==> config.mk <==
export PLATFORM = sky130hd
export DESIGN_NAME = multicycle_ctrl_flat
export DESIGN_NICKNAME = d
export VERILOG_FILES = /design/src/rtl/multicycle_ctrl_pkg.sv /design/src/rtl/multicycle_ctrl_if.sv /design/src/rtl/multicycle_ctrl_ack_timer.sv /design/src/rtl/multicycle_ctrl.sv /design/src/flat_wrapper.sv
export SDC_FILE = /design/constraint.sdc
export NUM_CORES = 1
export LEC_CHECK = 0
export CAP_MARGIN = 20
export CORE_ASPECT_RATIO = 1.75
export CORE_UTILIZATION = 35
export CTS_BUF_LIST = sky130_fd_sc_hd__clkbuf_16
export DETAILED_ROUTE_END_ITERATION = 8
export SYNTH_ARGS = -nofsm -noshare
export SYNTH_HDL_FRONTEND = slang
export SYNTH_HIERARCHICAL = 1
export SYNTH_SLANG_ARGS = --single-unit
==> constraint.sdc <==
create_clock -name clk -period 2 [get_ports clk]
set_input_delay 0.4 -clock clk [delete_from_list [all_inputs] [get_ports clk]]
set_output_delay 0.4 -clock clk [all_outputs]
set_load 0.005 [all_outputs]
==> src/rtl/multicycle_ctrl_pkg.sv <==
// ============================================================================
// Module : multicycle_ctrl_pkg
// Brief  : Shared state encodings, word width and latched-control record.
// Rev    : 1.0  initial release
// ============================================================================
`default_nettype none

package multicycle_ctrl_pkg;

  localparam int WORD_W  = 32;
  localparam int STATE_W = 3;

  typedef logic [STATE_W-1:0] state_t;

  localparam state_t c_st_idle    = 3'd0;
  localparam state_t c_st_fetch   = 3'd1;
  localparam state_t c_st_decode  = 3'd2;
  localparam state_t c_st_execute = 3'd3;
  localparam state_t c_st_mem     = 3'd4;
  localparam state_t c_st_wb      = 3'd5;
  localparam state_t c_st_halt    = 3'd6;

  typedef struct packed {
    logic uncondbranch;
    logic branch;
    logic mem_read;
    logic mem_write;
  } ctrl_t;

  function automatic logic is_wait_state(input state_t s);
    return (s == c_st_fetch) || (s == c_st_mem);
  endfunction

endpackage

`default_nettype wire

==> src/rtl/multicycle_ctrl_if.sv <==
// ============================================================================
// Module : multicycle_ctrl_if
// Brief  : Decode/memory handshake and status bundle around the controller.
// Rev    : 1.0  initial release
// ============================================================================
`default_nettype none

interface multicycle_ctrl_if
  import multicycle_ctrl_pkg::*;
#(
  parameter int CNT_W = WORD_W
) ();

  logic             run;
  logic             imem_ack;
  logic             dmem_ack;
  logic             uncondbranch;
  logic             branch;
  logic             mem_read;
  logic             mem_write;
  logic             halt_instr;
  logic             zero;

  logic             imem_req;
  logic             dmem_req;
  logic             dmem_we;
  logic             ir_en;
  logic             rf_we;
  logic             pc_en;
  logic             pc_src;
  state_t           state;
  logic             busy;
  logic             halted;
  logic             fault;
  logic [CNT_W-1:0] retired;

  modport slave (
    input  run, imem_ack, dmem_ack, uncondbranch, branch, mem_read,
           mem_write, halt_instr, zero,
    output imem_req, dmem_req, dmem_we, ir_en, rf_we, pc_en, pc_src,
           state, busy, halted, fault, retired
  );

  modport master (
    output run, imem_ack, dmem_ack, uncondbranch, branch, mem_read,
           mem_write, halt_instr, zero,
    input  imem_req, dmem_req, dmem_we, ir_en, rf_we, pc_en, pc_src,
           state, busy, halted, fault, retired
  );

endinterface

`default_nettype wire

==> src/rtl/multicycle_ctrl_ack_timer.sv <==
// ============================================================================
// Module : ack_timer
// Brief  : Counts unacknowledged wait cycles; expired on the LIMIT-th cycle.
// Rev    : 1.0  initial release
// ============================================================================
`default_nettype none

module ack_timer #(
  parameter int LIMIT = 255
) (
  input  logic clk,
  input  logic rst_n,
  input  logic clear,
  input  logic tick,
  output logic expired
);

  localparam int c_cnt_w = (LIMIT > 1) ? $clog2(LIMIT) : 1;
  localparam logic [c_cnt_w-1:0] c_last = c_cnt_w'(LIMIT - 1);

  logic [c_cnt_w-1:0] r_count;

  // Count holds 0 in the first wait cycle, so it equals LIMIT-1 in the LIMIT-th.
  always_ff @(posedge clk or negedge rst_n) begin
    if (!rst_n) begin
      r_count <= '0;
    end else if (clear) begin
      r_count <= '0;
    end else if (tick && (r_count != c_last)) begin
      r_count <= r_count + c_cnt_w'(1);
    end
  end

  assign expired = (r_count == c_last);

endmodule

`default_nettype wire

==> src/rtl/multicycle_ctrl.sv <==
// ============================================================================
// Module : multicycle_ctrl
// Brief  : Multicycle CPU control FSM with ack timeout and retire counter.
// Rev    : 1.0  initial release
// ============================================================================
`default_nettype none

module multicycle_ctrl
  import multicycle_ctrl_pkg::*;
#(
  parameter int ACK_TIMEOUT = 255,
  parameter int CNT_W       = WORD_W
) (
  input  logic                  clk,
  input  logic                  reset,
  multicycle_ctrl_if.slave      bus
);

  logic [1:0]       r_rst_sync;
  logic             w_rst_n;
  state_t           r_state;
  state_t           w_next_state;
  ctrl_t            r_ctrl;
  logic             r_stop;
  logic             r_fault;
  logic [CNT_W-1:0] r_retired;

  logic             w_waiting;
  logic             w_ack;
  logic             w_expired;
  logic             w_timeout;
  logic             w_branchy;
  logic             w_busy;
  state_t           w_boundary;

  logic w_imem_req, w_dmem_req, w_dmem_we, w_ir_en, w_rf_we, w_pc_en, w_pc_src;

  // Assertion is immediate; release reaches the FSM only after two clock edges.
  always_ff @(posedge clk or negedge reset) begin
    if (!reset) begin
      r_rst_sync <= 2'b00;
    end else begin
      r_rst_sync <= {r_rst_sync[0], 1'b1};
    end
  end

  assign w_rst_n = r_rst_sync[1];

  assign w_waiting  = is_wait_state(r_state);
  assign w_ack      = (r_state == c_st_fetch) ? bus.imem_ack : bus.dmem_ack;
  assign w_timeout  = w_waiting && !w_ack && w_expired;
  assign w_branchy  = r_ctrl.uncondbranch || r_ctrl.branch;
  assign w_busy     = (r_state != c_st_idle) && (r_state != c_st_halt);
  assign w_boundary = (r_stop || !bus.run) ? c_st_idle : c_st_fetch;

  ack_timer #(
    .LIMIT   (ACK_TIMEOUT)
  ) u_ack_timer (
    .clk     (clk),
    .rst_n   (w_rst_n),
    .clear   (w_next_state != r_state),
    .tick    (w_waiting && !w_ack),
    .expired (w_expired)
  );

  always_ff @(posedge clk or negedge w_rst_n) begin
    if (!w_rst_n) begin
      r_state <= c_st_idle;
    end else begin
      r_state <= w_next_state;
    end
  end

  always_comb begin
    w_next_state = r_state;
    case (r_state)
      c_st_idle:    if (bus.run) w_next_state = c_st_fetch;
      c_st_fetch: begin
        if (bus.imem_ack)  w_next_state = c_st_decode;
        else if (w_expired) w_next_state = c_st_halt;
      end
      c_st_decode:  w_next_state = bus.halt_instr ? c_st_halt : c_st_execute;
      c_st_execute: begin
        if (w_branchy) w_next_state = w_boundary;
        else if (r_ctrl.mem_read || r_ctrl.mem_write) w_next_state = c_st_mem;
        else w_next_state = c_st_wb;
      end
      c_st_mem: begin
        if (bus.dmem_ack)   w_next_state = r_ctrl.mem_read ? c_st_wb : w_boundary;
        else if (w_expired) w_next_state = c_st_halt;
      end
      c_st_wb:      w_next_state = w_boundary;
      c_st_halt:    w_next_state = c_st_halt;
      default:      w_next_state = c_st_idle;
    endcase
  end

  always_comb begin
    w_imem_req = 1'b0;
    w_dmem_req = 1'b0;
    w_dmem_we  = 1'b0;
    w_ir_en    = 1'b0;
    w_rf_we    = 1'b0;
    w_pc_en    = 1'b0;
    w_pc_src   = 1'b0;
    case (r_state)
      c_st_fetch: begin
        w_imem_req = 1'b1;
        w_ir_en    = bus.imem_ack;
      end
      c_st_execute: begin
        w_pc_en  = w_branchy;
        w_pc_src = r_ctrl.uncondbranch || (r_ctrl.branch && bus.zero);
      end
      c_st_mem: begin
        w_dmem_req = 1'b1;
        w_dmem_we  = r_ctrl.mem_write;
        w_pc_en    = bus.dmem_ack && !r_ctrl.mem_read;
      end
      c_st_wb: begin
        w_rf_we = 1'b1;
        w_pc_en = 1'b1;
      end
      default: ;
    endcase
  end

  // Controls are sampled only while leaving DECODE; EXECUTE/MEM see the snapshot.
  always_ff @(posedge clk or negedge w_rst_n) begin
    if (!w_rst_n) begin
      r_ctrl    <= '0;
      r_stop    <= 1'b0;
      r_fault   <= 1'b0;
      r_retired <= '0;
    end else begin
      if (r_state == c_st_decode) begin
        r_ctrl <= '{uncondbranch: bus.uncondbranch, branch: bus.branch,
                    mem_read: bus.mem_read, mem_write: bus.mem_write};
      end
      if (r_state == c_st_idle) begin
        r_stop <= 1'b0;
      end else if (w_busy && !bus.run) begin
        r_stop <= 1'b1;
      end
      if (w_timeout) begin
        r_fault <= 1'b1;
      end
      if (w_pc_en) begin
        r_retired <= r_retired + CNT_W'(1);
      end
    end
  end

  assign bus.imem_req = w_imem_req;
  assign bus.dmem_req = w_dmem_req;
  assign bus.dmem_we  = w_dmem_we;
  assign bus.ir_en    = w_ir_en;
  assign bus.rf_we    = w_rf_we;
  assign bus.pc_en    = w_pc_en;
  assign bus.pc_src   = w_pc_src;
  assign bus.state    = r_state;
  assign bus.busy     = w_busy;
  assign bus.halted   = (r_state == c_st_halt);
  assign bus.fault    = r_fault;
  assign bus.retired  = r_retired;

endmodule

`default_nettype wire

==> src/flat_wrapper.sv <==
// flat-port wrapper written by rule: the top's interface ports become plain ports
module multicycle_ctrl_flat import multicycle_ctrl_pkg::*;
#(
  parameter int ACK_TIMEOUT = 255,
  parameter int CNT_W       = WORD_W
)
  (clk, reset, bus_run, bus_imem_ack, bus_dmem_ack, bus_uncondbranch, bus_branch, bus_mem_read, bus_mem_write, bus_halt_instr, bus_zero, bus_imem_req, bus_dmem_req, bus_dmem_we, bus_ir_en, bus_rf_we, bus_pc_en, bus_pc_src, bus_state, bus_busy, bus_halted, bus_fault, bus_retired);
  multicycle_ctrl_if #(.CNT_W(CNT_W)) bus_i ();
  input  logic clk;
  input  logic reset;
  input wire logic [$bits(bus_i.run)-1:0] bus_run;
  input wire logic [$bits(bus_i.imem_ack)-1:0] bus_imem_ack;
  input wire logic [$bits(bus_i.dmem_ack)-1:0] bus_dmem_ack;
  input wire logic [$bits(bus_i.uncondbranch)-1:0] bus_uncondbranch;
  input wire logic [$bits(bus_i.branch)-1:0] bus_branch;
  input wire logic [$bits(bus_i.mem_read)-1:0] bus_mem_read;
  input wire logic [$bits(bus_i.mem_write)-1:0] bus_mem_write;
  input wire logic [$bits(bus_i.halt_instr)-1:0] bus_halt_instr;
  input wire logic [$bits(bus_i.zero)-1:0] bus_zero;
  output wire logic [$bits(bus_i.imem_req)-1:0] bus_imem_req;
  output wire logic [$bits(bus_i.dmem_req)-1:0] bus_dmem_req;
  output wire logic [$bits(bus_i.dmem_we)-1:0] bus_dmem_we;
  output wire logic [$bits(bus_i.ir_en)-1:0] bus_ir_en;
  output wire logic [$bits(bus_i.rf_we)-1:0] bus_rf_we;
  output wire logic [$bits(bus_i.pc_en)-1:0] bus_pc_en;
  output wire logic [$bits(bus_i.pc_src)-1:0] bus_pc_src;
  output wire logic [$bits(bus_i.state)-1:0] bus_state;
  output wire logic [$bits(bus_i.busy)-1:0] bus_busy;
  output wire logic [$bits(bus_i.halted)-1:0] bus_halted;
  output wire logic [$bits(bus_i.fault)-1:0] bus_fault;
  output wire logic [$bits(bus_i.retired)-1:0] bus_retired;
  assign bus_i.run = bus_run;
  assign bus_i.imem_ack = bus_imem_ack;
  assign bus_i.dmem_ack = bus_dmem_ack;
  assign bus_i.uncondbranch = bus_uncondbranch;
  assign bus_i.branch = bus_branch;
  assign bus_i.mem_read = bus_mem_read;
  assign bus_i.mem_write = bus_mem_write;
  assign bus_i.halt_instr = bus_halt_instr;
  assign bus_i.zero = bus_zero;
  assign bus_imem_req = bus_i.imem_req;
  assign bus_dmem_req = bus_i.dmem_req;
  assign bus_dmem_we = bus_i.dmem_we;
  assign bus_ir_en = bus_i.ir_en;
  assign bus_rf_we = bus_i.rf_we;
  assign bus_pc_en = bus_i.pc_en;
  assign bus_pc_src = bus_i.pc_src;
  assign bus_state = bus_i.state;
  assign bus_busy = bus_i.busy;
  assign bus_halted = bus_i.halted;
  assign bus_fault = bus_i.fault;
  assign bus_retired = bus_i.retired;
  multicycle_ctrl #(.ACK_TIMEOUT(ACK_TIMEOUT), .CNT_W(CNT_W)) u_core (.clk(clk), .reset(reset), .bus(bus_i));
endmodule
==> key figures <==
Die
  – Die W: 67.3 µm
  – Starting Density: 36.1%
  – Core ar.: 0.00723 mm²
  – Site Rows: 41
  – I/O Pins: 56
  – Die ar.: 0.00783 mm²
  – Die H: 116 µm

Timing
  – Min Tclk post-route: 2.20 ns
  – Slew Limit Fails: 0
  – Fmax: 0.454 GHz
  – Worst hold slack: 0.199 ns
  – Final period util: 110%
  – Final setup skew: 0.00682 ns
  – PnR worst setup slack: -0.201 ns
  – RSZ-0062 raised after global routing: yes
  – Final number of hold-violating endpoints: 0
  – Final Setup Violations: 21

Yosys
  – Seq/Total Area, Yosys: 48.9%
  – Largest family of logic cells by synthesized area: simple AND/OR/NAND/NOR gates
  – YS warnings: 6
  – Commonest cells in the synthesized netlist: 51 x dfrtp_1, 25 x xnor2_1, 23 x nand2_1
  – Asr flop ratio synth: 100%
  – Synth Area in Adders: 1.44%
  – Compound-Gate Fraction of Synth Area: 10.5%
  – Post-Synth XOR/XNOR Area: 10.7%
  – Netlist cell types: 44
  – Synth top area share: 48.9%
  – Area leader, netlist: dfrtp_1
  – Avg Inst Size Synth: 10.4 µm²
  – Synthesized flop and latch total: 51
  – Syn nets: 266
  – Post-synth EDFFs: 0
  – Top-count cell post-synth: dfrtp_1
  – Synth area leaders: dfrtp_1 49%, xnor2_1 8.4%, mux2_2 3.4%
  – Simple-gate share of the synthesized area: 21.6%
  – Synth Instances: 252
  – Top_reg_cell synth: dfrtp_1
  – Post-synthesis mux area share: 4.02%
  – Mapped cell area: 0.00261 mm²

Setup path
  – Critical Path AT: 2.44 ns
  – Critical Path, Cell by Cell: buf_6 -> nor3b_4 -> o2bb2ai_2 -> a2111oi_4 -> and3_4 -> o21ai_4 -> buf_6 -> nor2b_1 -> mux2_4
  – Reg-to-Reg End: u_core/u_ack_timer/r_count[2]
  – Cell mode on critical path: buf_6
  – Crit-path max cell delay: 0.48 ns
  – WP data required: 2.23 ns
  – Worst R2R Setup Slack: -0.20 ns
  – Crit-path max FO: 6
  – CP Launch Type: flop
  – Critical Path End Type: flop
  – Critical path class: reg2reg
  – FF-to-FF Start: u_core/bus.state[2]
  – Worst path slowest cell: a2111oi_4
  – R2R cell count: 9

Routing
  – Final wirelength: 6880 µm
  – Vias/cell: 5.06
  – Remaining DRCs: 0
  – Vias: 2331
  – Wire per inst: 14.9 µm
  – ANT nets after route: 0
  – Initial drt markers: 45
  – Pre-antenna DRT Iters: 4

Global routing
  – Largest net degree at the start of global routing: 33
  – Initial antenna violation count: 0
  – Vias in the first global route: 2355
  – First-pass GRT wire length: 10600 µm
  – Grt total ovfl: 0
  – Total GRT Usage: 18.0%

Place
  – Pre-CTS WS: -0.476 ns
  – Placer Congestion: 0.857
  – HPWL Detailed: 4660 µm
  – PortBufs: 55

Worst hold path
  – Hold Crit Class: reg2async

Clock network
  – Worst-path clk slew: 0.07 ns
  – Post-CTS Hold Fix Bufs: 0
  – Total CTS buffers: 5
  – Clock root buffer: clkbuf_16
  – Clock sink total: 51
  – H-tree levels: 2
  – Clk buf depth: 2
  – Worst skew pair latency: 0.29 ns
  – CTS tree: built

Final layout
  – Nets: 389
  – Layout cells sized above 1: 39.2%
  – Layout area overhead: 64.8%
  – N_diodes: 0
  – Fillers: 605

Power and ir drop
  – Overall power: 4430 µW
  – Static leakage: 0.00186 µW
  – Power density over the cells: 1030 mW/mm²
  – Peak supply drop: 0.878 mV

Outcome
  – Outcome: complete, but fails checks
  – Failing checks: negative setup slack

Job
  – MaxCap Viol Count: 0
cell usage in the layout, fill, tap and decap left out, drive strengths merged, types with 5 or more instances in the layout:
cell,instances
nand4,8
nor2b,8
nand2,23
and3,11
nor2,20
dfrtp,51
xnor2,25
a21oi,5
a2111oi,5
nand3,16
mux2,9
inv,11
clkdlybuf4s50,45
clkbuf,8
buf,68
xor2,7
state kept, by name, summed over array words and instances, names as in the netlist:
signal                      count
u_core/bus.retired             32
u_core/r_stop                   1
u_core/u_ack_timer/r_count      8
u_core/r_ctrl                   4
u_core/bus.state                3
u_core/bus.fault                1
u_core/r_rst_sync               2
worst max-delay path, delay by kind of cell (launching register included):
kind / cells / cell delay [ns]
buffers and inverters: 2 / 0.28
AOI/OAI and AO/OA: 3 / 0.69
and+or+nand+nor: 3 / 0.57
DFF: 1 / 0.43
muxes: 1 / 0.16
how the worst max path moves through the flow:
stage	to	cells after the start	slack [ns]	startpoint
5_1_grt	u_core/u_ack_timer/r_count[2]	9	-0.25	u_core/bus.state[2]
2_1_floorplan	u_core/u_ack_timer/r_count[4]	11	-0.15	u_core/u_ack_timer/r_count[0]
3_3_place_gp	u_core/u_ack_timer/r_count[2]	9	-0.43	bus_run
6_report	u_core/u_ack_timer/r_count[2]	9	-0.20	u_core/bus.state[2]
4_1_cts	bus_imem_req	5	-0.18	u_core/bus.state[2]
3_5_place_dp	u_core/u_ack_timer/r_count[3]	9	-0.48	bus_run
metrics by stage:
stage | instance area, µm² | TNS (ns) | utilization, % | instances
2_1_floorplan | 2660 | -0.576 | - | 252
3_3_place_gp | 3630 | -10.06 | 50.3 | 432
3_5_place_dp | 3630 | -11.08 | 50.3 | 432
4_1_cts | 3960 | -1.12 | 54.7 | 451
5_1_grt | 4310 | -3.96 | 59.5 | 461
6_report | 4310 | -1.59 | 59.5 | 461
repair_timing:
item | CTS | global route
pin swaps | 5 | 22
hold endpoints to repair | 0 | 0
cloned | 0 | 2
resized for setup | 35 | 73
setup buffers | 12 | 8
endpoints found under the setup margin | 47 | 35
metal layers:
metal / global-route usage (%) / wire length (µm) / vias up
li1: - / - / 1121
met5: 0 / 0 / -
met4: 8.65 / 219 / 0
met3: 3.13 / 208 / 15
met1: 19.1 / 2580 / 1151
met2: 33.0 / 3870 / 44
kinds of logic after synthesis:
logic type / Yosys count
buf+inv: 16
xor+xnor: 32
flops: 51
mux: 9
other cells: 1
fa+ha+maj: 3
simple gates: 108
compound gates: 32
final cells by class:
cell class	instances	area, µm²	area share (%)
flip-flops and latches	51	1280	29.8
multi-input cells	185	1650	38.4
well taps	86	108	2.50
clock inverters	2	8.76	0.203
clock buffers	5	125	2.91
repair buffers	121	1090	25.2
inverters	11	43.8	1.02
where the power goes:
part	total, µW	switching [µW]	internal (µW)
Sequential	1380	177	1200
Combinational	2240	993	1250
Clock	806	356	450
Total	4430	1530	2900
Power figures use the tool's default switching activity.
